<file path="src/rtl/z80_bus_timing_pkg.sv">
// z80_bus_timing_pkg: shared codes and types for the Z80 machine-cycle bus sequencer.
package z80_bus_timing_pkg;

    // Bus cycle type codes as presented on cyc_type; codes 5..7 are all internal cycles
    localparam logic [2:0] CYC_FETCH  = 3'd0;
    localparam logic [2:0] CYC_MEM_RD = 3'd1;
    localparam logic [2:0] CYC_MEM_WR = 3'd2;
    localparam logic [2:0] CYC_IO_RD  = 3'd3;
    localparam logic [2:0] CYC_IO_WR  = 3'd4;
    localparam logic [2:0] CYC_INT    = 3'd5;

    // One value per T-state of the machine cycle, plus idle and bus-granted
    typedef enum logic [2:0] {
        ST_IDLE,
        ST_T1,
        ST_T2,
        ST_TW,
        ST_TA,
        ST_T3,
        ST_T4,
        ST_BUSAK
    } tstate_t;

    // Active-low control strobes driven to the pin layer
    typedef struct packed {
        logic m1_n;
        logic mreq_n;
        logic iorq_n;
        logic rd_n;
        logic wr_n;
        logic rfsh_n;
    } strobes_t;

    localparam strobes_t STROBES_IDLE = '{default: 1'b1};

    function automatic logic is_io(input logic [2:0] cyc_type);
        return (cyc_type == CYC_IO_RD) || (cyc_type == CYC_IO_WR);
    endfunction

    function automatic logic is_read(input logic [2:0] cyc_type);
        return (cyc_type == CYC_MEM_RD) || (cyc_type == CYC_IO_RD);
    endfunction

endpackage

</file>
<file path="src/rtl/z80_bus_timing.sv">
// z80_bus_timing: T-state accurate bus cycle sequencer (fetch, memory, I/O, internal)
// with WAIT_n stretching, I/O auto-wait states and BUSRQ_n/BUSACK hand-over.
// Every pin-facing output is registered; the strobe table is evaluated for the
// state being entered so each value holds for the whole T-state.
module z80_bus_timing
    import z80_bus_timing_pkg::*;
#(
    parameter int IO_AUTO_WAIT = 1,
    parameter int FETCH_RFSH   = 1
) (
    input  logic        CLK,
    input  logic        RESET_n,
    input  logic        cyc_req,
    input  logic [2:0]  cyc_type,
    input  logic [15:0] cyc_addr,
    input  logic [7:0]  cyc_wdata,
    input  logic [15:0] rfsh_addr,
    output logic        cyc_ready,
    output logic        cyc_done,
    output logic [7:0]  cyc_rdata,
    output logic [15:0] A,
    input  logic [7:0]  D_in,
    output logic [7:0]  D_out,
    output logic        D_oe,
    output logic        M1_n,
    output logic        MREQ_n,
    output logic        IORQ_n,
    output logic        RD_n,
    output logic        WR_n,
    output logic        RFSH_n,
    input  logic        WAIT_n,
    input  logic        BUSRQ_n,
    output logic        BUSACK
);

    localparam bit         HAS_AUTO_WAIT = (IO_AUTO_WAIT > 0);
    localparam logic [1:0] TA_INIT       = (IO_AUTO_WAIT > 0) ? 2'(IO_AUTO_WAIT - 1) : 2'd0;

    tstate_t     state;
    tstate_t     state_nx;
    logic [2:0]  cur_type;
    logic [2:0]  type_nx;
    logic [15:0] cur_addr;
    logic [15:0] addr_nx;
    logic [7:0]  cur_wdata;
    logic [7:0]  wdata_nx;
    logic [1:0]  ta_cnt;
    logic [1:0]  ta_nx;
    logic        capture;
    logic        last_t;

    strobes_t    strobes_q;
    strobes_t    strobes_nx;
    logic [15:0] a_nx;
    logic [7:0]  dout_nx;
    logic        doe_nx;
    logic        busack_nx;
    logic        done_nx;

    // A fetch ends in T4; every other cycle type ends in T3
    assign last_t    = (state == ST_T4) || ((state == ST_T3) && (cur_type != CYC_FETCH));
    assign cyc_ready = ((state == ST_IDLE) || last_t) && BUSRQ_n && RESET_n;

    assign M1_n   = strobes_q.m1_n;
    assign MREQ_n = strobes_q.mreq_n;
    assign IORQ_n = strobes_q.iorq_n;
    assign RD_n   = strobes_q.rd_n;
    assign WR_n   = strobes_q.wr_n;
    assign RFSH_n = strobes_q.rfsh_n;

    // Next T-state, request latching and read-data capture decision
    always_comb begin
        state_nx = state;
        type_nx  = cur_type;
        addr_nx  = cur_addr;
        wdata_nx = cur_wdata;
        ta_nx    = ta_cnt;
        capture  = 1'b0;
        if ((state == ST_IDLE) || last_t) begin
            if ((state == ST_T3) && is_read(cur_type)) begin
                capture = 1'b1;
            end
            if (!BUSRQ_n) begin
                state_nx = ST_BUSAK;
            end else if (cyc_req) begin
                state_nx = ST_T1;
                type_nx  = cyc_type;
                addr_nx  = cyc_addr;
                wdata_nx = cyc_wdata;
            end else begin
                state_nx = ST_IDLE;
            end
        end else begin
            case (state)
                ST_T1: state_nx = ST_T2;
                ST_T2: begin
                    if (is_io(cur_type) && HAS_AUTO_WAIT) begin
                        state_nx = ST_TA;
                        ta_nx    = TA_INIT;
                    end else if (!WAIT_n) begin
                        state_nx = ST_TW;
                    end else begin
                        state_nx = ST_T3;
                        capture  = (cur_type == CYC_FETCH);
                    end
                end
                ST_TA: begin
                    if (ta_cnt != 2'd0) begin
                        ta_nx = ta_cnt - 2'd1;
                    end else if (!WAIT_n) begin
                        state_nx = ST_TW;
                    end else begin
                        state_nx = ST_T3;
                    end
                end
                ST_TW: begin
                    if (WAIT_n) begin
                        state_nx = ST_T3;
                        capture  = (cur_type == CYC_FETCH);
                    end
                end
                ST_T3:    state_nx = ST_T4;
                ST_BUSAK: begin
                    if (BUSRQ_n) begin
                        state_nx = ST_IDLE;
                    end
                end
                default:  state_nx = ST_IDLE;
            endcase
        end
    end

    // Strobe/address/data table for the T-state being entered
    always_comb begin
        strobes_nx = STROBES_IDLE;
        a_nx       = A;
        dout_nx    = D_out;
        doe_nx     = 1'b0;
        busack_nx  = (state_nx == ST_BUSAK);
        done_nx    = (state_nx == ST_T4) || ((state_nx == ST_T3) && (type_nx != CYC_FETCH));
        if ((state_nx != ST_IDLE) && (state_nx != ST_BUSAK)) begin
            a_nx = addr_nx;
            case (type_nx)
                CYC_FETCH: begin
                    if ((state_nx == ST_T3) || (state_nx == ST_T4)) begin
                        if (FETCH_RFSH != 0) begin
                            a_nx              = rfsh_addr;
                            strobes_nx.rfsh_n = 1'b0;
                            strobes_nx.mreq_n = (state_nx == ST_T4);
                        end
                    end else begin
                        strobes_nx.m1_n   = 1'b0;
                        strobes_nx.mreq_n = 1'b0;
                        strobes_nx.rd_n   = 1'b0;
                    end
                end
                CYC_MEM_RD: begin
                    strobes_nx.mreq_n = 1'b0;
                    strobes_nx.rd_n   = 1'b0;
                end
                CYC_MEM_WR: begin
                    strobes_nx.mreq_n = 1'b0;
                    strobes_nx.wr_n   = (state_nx == ST_T1);
                    doe_nx            = 1'b1;
                    dout_nx           = wdata_nx;
                end
                CYC_IO_RD: begin
                    if (state_nx != ST_T1) begin
                        strobes_nx.iorq_n = 1'b0;
                        strobes_nx.rd_n   = 1'b0;
                    end
                end
                CYC_IO_WR: begin
                    doe_nx  = 1'b1;
                    dout_nx = wdata_nx;
                    if (state_nx != ST_T1) begin
                        strobes_nx.iorq_n = 1'b0;
                        strobes_nx.wr_n   = 1'b0;
                    end
                end
                default: begin
                    strobes_nx = STROBES_IDLE;
                end
            endcase
        end
    end

    // State and output registers; reset aborts any cycle in progress immediately
    always_ff @(posedge CLK or negedge RESET_n) begin
        if (!RESET_n) begin
            state     <= ST_IDLE;
            cur_type  <= CYC_FETCH;
            cur_addr  <= '0;
            cur_wdata <= '0;
            ta_cnt    <= '0;
            strobes_q <= STROBES_IDLE;
            A         <= '0;
            D_out     <= '0;
            D_oe      <= 1'b0;
            BUSACK    <= 1'b0;
            cyc_done  <= 1'b0;
            cyc_rdata <= '0;
        end else begin
            state     <= state_nx;
            cur_type  <= type_nx;
            cur_addr  <= addr_nx;
            cur_wdata <= wdata_nx;
            ta_cnt    <= ta_nx;
            strobes_q <= strobes_nx;
            A         <= a_nx;
            D_out     <= dout_nx;
            D_oe      <= doe_nx;
            BUSACK    <= busack_nx;
            cyc_done  <= done_nx;
            if (capture) begin
                cyc_rdata <= D_in;
            end
        end
    end

endmodule

</file>
<file path="config.mk">
export PLATFORM = sky130hd
export DESIGN_NAME = z80_bus_timing
export DESIGN_NICKNAME = d
export VERILOG_FILES = /design/src/rtl/z80_bus_timing_pkg.sv /design/src/rtl/z80_bus_timing.sv
export SDC_FILE = /design/constraint.sdc
export NUM_CORES = 1
export LEC_CHECK = 0
export BUFFER_PORTS_ARGS = -buffer_cell sky130_fd_sc_hd__buf_2
export CORE_UTILIZATION = 54
export CTS_CLUSTER_DIAMETER = 100
export DETAILED_ROUTE_END_ITERATION = 12
export PLACE_DENSITY = 0.85
export RECOVER_POWER = 25
export REMOVE_ABC_BUFFERS = 1
export SLEW_MARGIN = 25
export SYNTH_ARGS = -nofsm -noshare
export SYNTH_HDL_FRONTEND = slang
export SYNTH_SLANG_ARGS = --single-unit
</file>
<file path="constraint.sdc">
create_clock -name CLK -period 7 [get_ports CLK]
set_input_delay 0.35 -clock CLK [delete_from_list [all_inputs] [get_ports CLK]]
set_output_delay 0.35 -clock CLK [all_outputs]
set_load 0.1 [all_outputs]
</file>
; ---- Word-level counts from Yosys, hierarchy flattened
; Index checks and enable logic that the tools add are counted.
[op_classes]
bitwise = 1
addsub = 1
muxes = 42
reduce_logical = 24
n_eq_ne = 22
[op_table]
columns = op, count
row1 = $mux W16, 5
row2 = $mux W3, 10
row3 = $eq A3 B3 Y1 const B, 9
row4 = $mux W8, 3
row5 = $pmux W3 S6, 1
row6 = $eq A3 B2 Y1 const B, 5
row7 = $mux W1, 13
row8 = $eq A3 B1 Y1 const B, 4
row9 = $logic_not A3 Y1, 3
row10 = $reduce_bool A3 Y1, 3
row11 = $pmux W1 S2, 4
row12 = $logic_and A1 B1 Y1, 6
row13 = $logic_or A1 B1 Y1, 6
row14 = $mux W2, 3
row15 = $mux W6, 1
row16 = $ne A2 B2 Y1 const B, 2
row17 = $pmux W2 S2, 1
row18 = $reduce_and A4 Y1, 1
row19 = $reduce_bool A2 Y1, 2
row20 = $reduce_or A2 Y1, 2
row21 = $ne A3 B1 Y1 const B, 1
row22 = $ne A3 B3 Y1 const B, 1
row23 = $pmux W1 S3, 1
row24 = $reduce_and A2 Y1, 1
row25 = other kinds (2), 2
[totals]
reg_bits = 73
in_bits = 56
wordCells = 107

; ---- Logic depth before layout (Yosys ltp)
[depth]
word_depth = 10
mapped_depth = 10
ltp_nobuf = 8

; ---- Worst setup path before layout
; No wires, ideal clock.
[synth_path]
kind = register -> output
from = register state[1]
to = output cyc_ready
t_arrival_ps = 2408
n_path_buf = 1
setup_slack_ps = 4242
path_stages_with_launch = 5
t_required_ps = 6650
path_cell_list = dfrtp_1 -> buf_2 -> nand3b_1 -> o32a_1 -> nor2b_1
[synth_between]
elab_chain_len = 6
[synth_rtl]
columns = element, line_no
row1 = "start, declared", z80_bus_timing.sv:39  ; tstate_t state;
row2 = "start signal, assigned", z80_bus_timing.sv:204  ; state <= state_nx;
row3 = $eq A3 B3 Y1, z80_bus_timing.sv:61  ; assign last_t = (state == ST_T4) || ((state == ST_T3) && (cur_type != CYC_FETCH));
row4 = $logic_and A1 B1 Y1, z80_bus_timing.sv:61
row5 = $logic_or A1 B1 Y1, z80_bus_timing.sv:61
row6 = $logic_or A1 B1 Y1 *, z80_bus_timing.sv:62  ; assign cyc_ready = ((state == ST_IDLE) || last_t) && BUSRQ_n && RESET_n;
row7 = $logic_and A1 B1 Y1 * (2 in series), z80_bus_timing.sv:62
row8 = "end, declared", z80_bus_timing.sv:18  ; output logic cyc_ready,
; Every way passes the cells marked *; elsewhere a longest branch is shown, timed or not.

==> run_results.csv <==
group,metric,value,unit
critical_path,crit_path_max_incr_delay,1.67,ns
synthesis,synth_flop_cell,"dfrtp_1",
clocking,post_cts_resized,0,
sta,relSlewSlack,-0.476,
floorplanning,die_w,82.1,um
critical_path,crit_arrival,3.23,ns
outcome,status,"finished with violations",
synthesis,ys_async_sr_fraction,1.00,
synthesis,yosys.area.top_type,"dfrtp_1",
sta,tightest_slew,2.21,ns
place,dp_hpwl,5520,um
finish,antennaDiodeCount,0,
floorplanning,core,0.00606,sq mm
clocking,clockRootBuffer,"clkbuf_8",
synthesis,netlist_area,0.00346,sq mm
critical_path,crit_top_cell,"clkbuf_1",
clocking,cts_made_buffers,9,
place,port-buffer-count,97,
sta,drv_slew,77,
clocking,cts.sinks,73,
finish,fin_area,0.00418,sq mm
critical_path,worstPathCellList,"clkbuf_1 > clkbuf_1",
synthesis,ys_seq_area_frac,0.530,
drt,wl,7830,um
clocking,clk_latency,0.34,ns
synthesis,post_synth.cell_area_avg,11.6,sq um
critical_path,r2r_end,"A[3]$_DFFE_PN0N_",
synthesis,synth_edf_count,0,
synthesis,synth.most_common_cell,"dfrtp_1",
drt,drtPass1Iterations,4,
place,routabilityCongestion,0.882,
min_path,hp-start,"D_in[7]",
drt,vias_per_cell,5.78,
critical_path,reg2reg_from,"cur_type[0]$_DFF_PN0_",
synthesis,yosys_register_bits,73,
synthesis,yosys-top-cells-count,"dfrtp_1, mux2_2, a21oi_1",
synthesis,synth_area_leaders,"dfrtp_1, mux2_2, dfstp_2, nor3b_1, o31ai_1",
floorplanning,pin_count,98,
global_routing,grt_pass1_wl,12700,um
synthesis,ys_warn_count,0,
synthesis,syn_inst,299,
critical_path,crit_cells,2,
min_path,hold_path_class,"primary input to flip-flop",
sta,tns,0,ns
critical_path,crit_path_end_kind,"async pin",
critical_path,worstPathRequired,7.00,ns
floorplanning,start_util,0.571,
sta,layout_min_cycle_time,3.23,ns
run,cap_violations,2,
place,placement.cell_area,0.00397,sq mm
sta,hold_violations,0,
global_routing,grt_pass1_vias,2718,
critical_path,r2r_slack,3.92,ns
global_routing,gr-usage-all-layers,0.257,
synthesis,yosysUniqueCellTypes,53,
sta,fmax,0.310,GHz
global_routing,overflow,0,
drt,ant_nets,0,
drt,vias,2730,
finish,nNetsFinal,449,
critical_path,cp_slowest_cell,"clkbuf_1",
critical_path,cp_max_fo,44,
critical_path,crit_buf_inv,2,
finish,syn_to_final_growth,20.6,%
sta,rsz0062_at_grt,"no",
clocking,clk_pin_slew,0.07,ns
sta,finalSetupViolCount,0,
floorplanning,die_h,82.1,um
drt,drc,0,
clocking,cts_setup_buffers,0,
sta,skew,0.00866,ns
global_routing,grt_max_degree,45,
clocking,cts_tree,"built",
sta,timing.final.crit_share,0.461,
synthesis,synth_top_area_share,0.484,
floorplanning,num_rows,28,
clocking,hold_buffers,0,
global_routing,antenna_found_initial,0,
critical_path,criticalPathCategory,"primary input to async pin",
drt,dr.first_iter.drc_count,267,
outcome,violations,"capacitance limit, slew limit",
clocking,htreeDepth,3,
finish,drive_gt1_frac,0.423,
critical_path,critPathLaunchType,"primary input",
critical_path,crit_family,"buffers and inverters",
floorplanning,design.die.area,0.00674,sq mm
critical_path,reg2regPathDepth,6,
drt,wire_per_inst,16.6,um
min_path,holdPathEnd,"cyc_rdata[7]$_DFFE_PN0P_",
clocking,clockBufferDepth,2,
min_path,hold_depth,2,
registers in the layout (all words and copies together) (netlist names), 2 cells and up:
register / count
cyc_rdata: 8
cur_wdata: 8
state: 3
D_out: 8
ta_cnt: 2
A: 16
cur_addr: 16
cur_type: 3
worst reg2reg max path: cells and delay by family (launching register included):
kind | cells | cell delay [ns]
compound gates | 4 | 1.43
flops | 1 | 0.49
simple gates | 2 | 1.03
kinds of logic (layout without fill, tap and decap cells):
logic type,after synthesis,in the layout,share of synthesized area
adders and majority gates,1,1,0.00361
AOI/OAI and AO/OA,75,75,0.144
xor gates and xnor gates,6,6,0.0173
muxes,42,42,0.136
and+or+nand+nor,74,74,0.128
DFF,73,73,0.530
buffers and inverters,28,126,0.0415
layout make-up:
class / instances / area [sq um]
clock buffer: 12 / 155
clock inverter: 4 / 51.3
fill: 458 / 1890
inverter: 8 / 30.0
multi-input combinational: 198 / 1490
sequential: 73 / 1830
tap: 75 / 93.8
timing repair buffer: 102 / 518
layout by cell type (no fill, tap or decap), types with 2 or more instances in the layout:
master and instances:
or3b_1 2, nand2_1 11, nor2_1 12, and2_1 2
buf_4 4, mux2_2 38, or3_1 3, o31ai_1 17
nor3_1 2, nand3_1 4, buf_2 96, clkbuf_1 3
mux2_1 3, inv_1 8, clkbuf_8 11, xor2_1 2
dfrtp_1 67, nand3b_1 2, nand2b_1 4, o21ai_0 19
nor3_2 2, xnor2_1 3, a21oi_1 22, a31oi_1 2
dfstp_2 6, nor3b_1 17, nor2b_1 4
metrics by stage:
| stage | instances | util | setup slack [ns] | hold slack, ns |
|---|---|---|---|---|
| after CTS | 472 | 0.690 | 3.93 | 0.0598 |
| after floorplan | 279 | - | 3.87 | 0.0544 |
| after detailed placement | 456 | 0.656 | 3.93 | 0.438 |
| final | 472 | 0.689 | 3.77 | 0.240 |
| after global routing | 472 | 0.689 | 2.94 | 0.231 |
| after global placement | 456 | 0.656 | 4.04 | 0.434 |
metal layers:
metal  track usage  share of wire  vias to the layer above
met4        0.0930          0.014                        0
met1         0.329           0.42                     1361
met3        0.0556          0.048                        9
li1              -              -                     1272
met5             0              0                        -
met2         0.427           0.51                       88
how the worst max path moves through the flow:
stage                            endpoint             startpoint
floorplan            D_out[0]$_DFFE_PN0P_     state[1]$_DFF_PN0_
global placement        A[10]$_DFFE_PN0N_     state[0]$_DFF_PN0_
detailed placement      A[13]$_DFFE_PN0N_  cur_type[2]$_DFF_PN0_
CTS                      A[3]$_DFFE_PN0N_  cur_type[2]$_DFF_PN0_
global route        cur_type[0]$_DFF_PN0_                RESET_n
finish                  A[11]$_DFFE_PN0N_                RESET_n
Power is not shown: default switching activity piles up to over one toggle a cycle in this logic, so the estimate is an artifact.
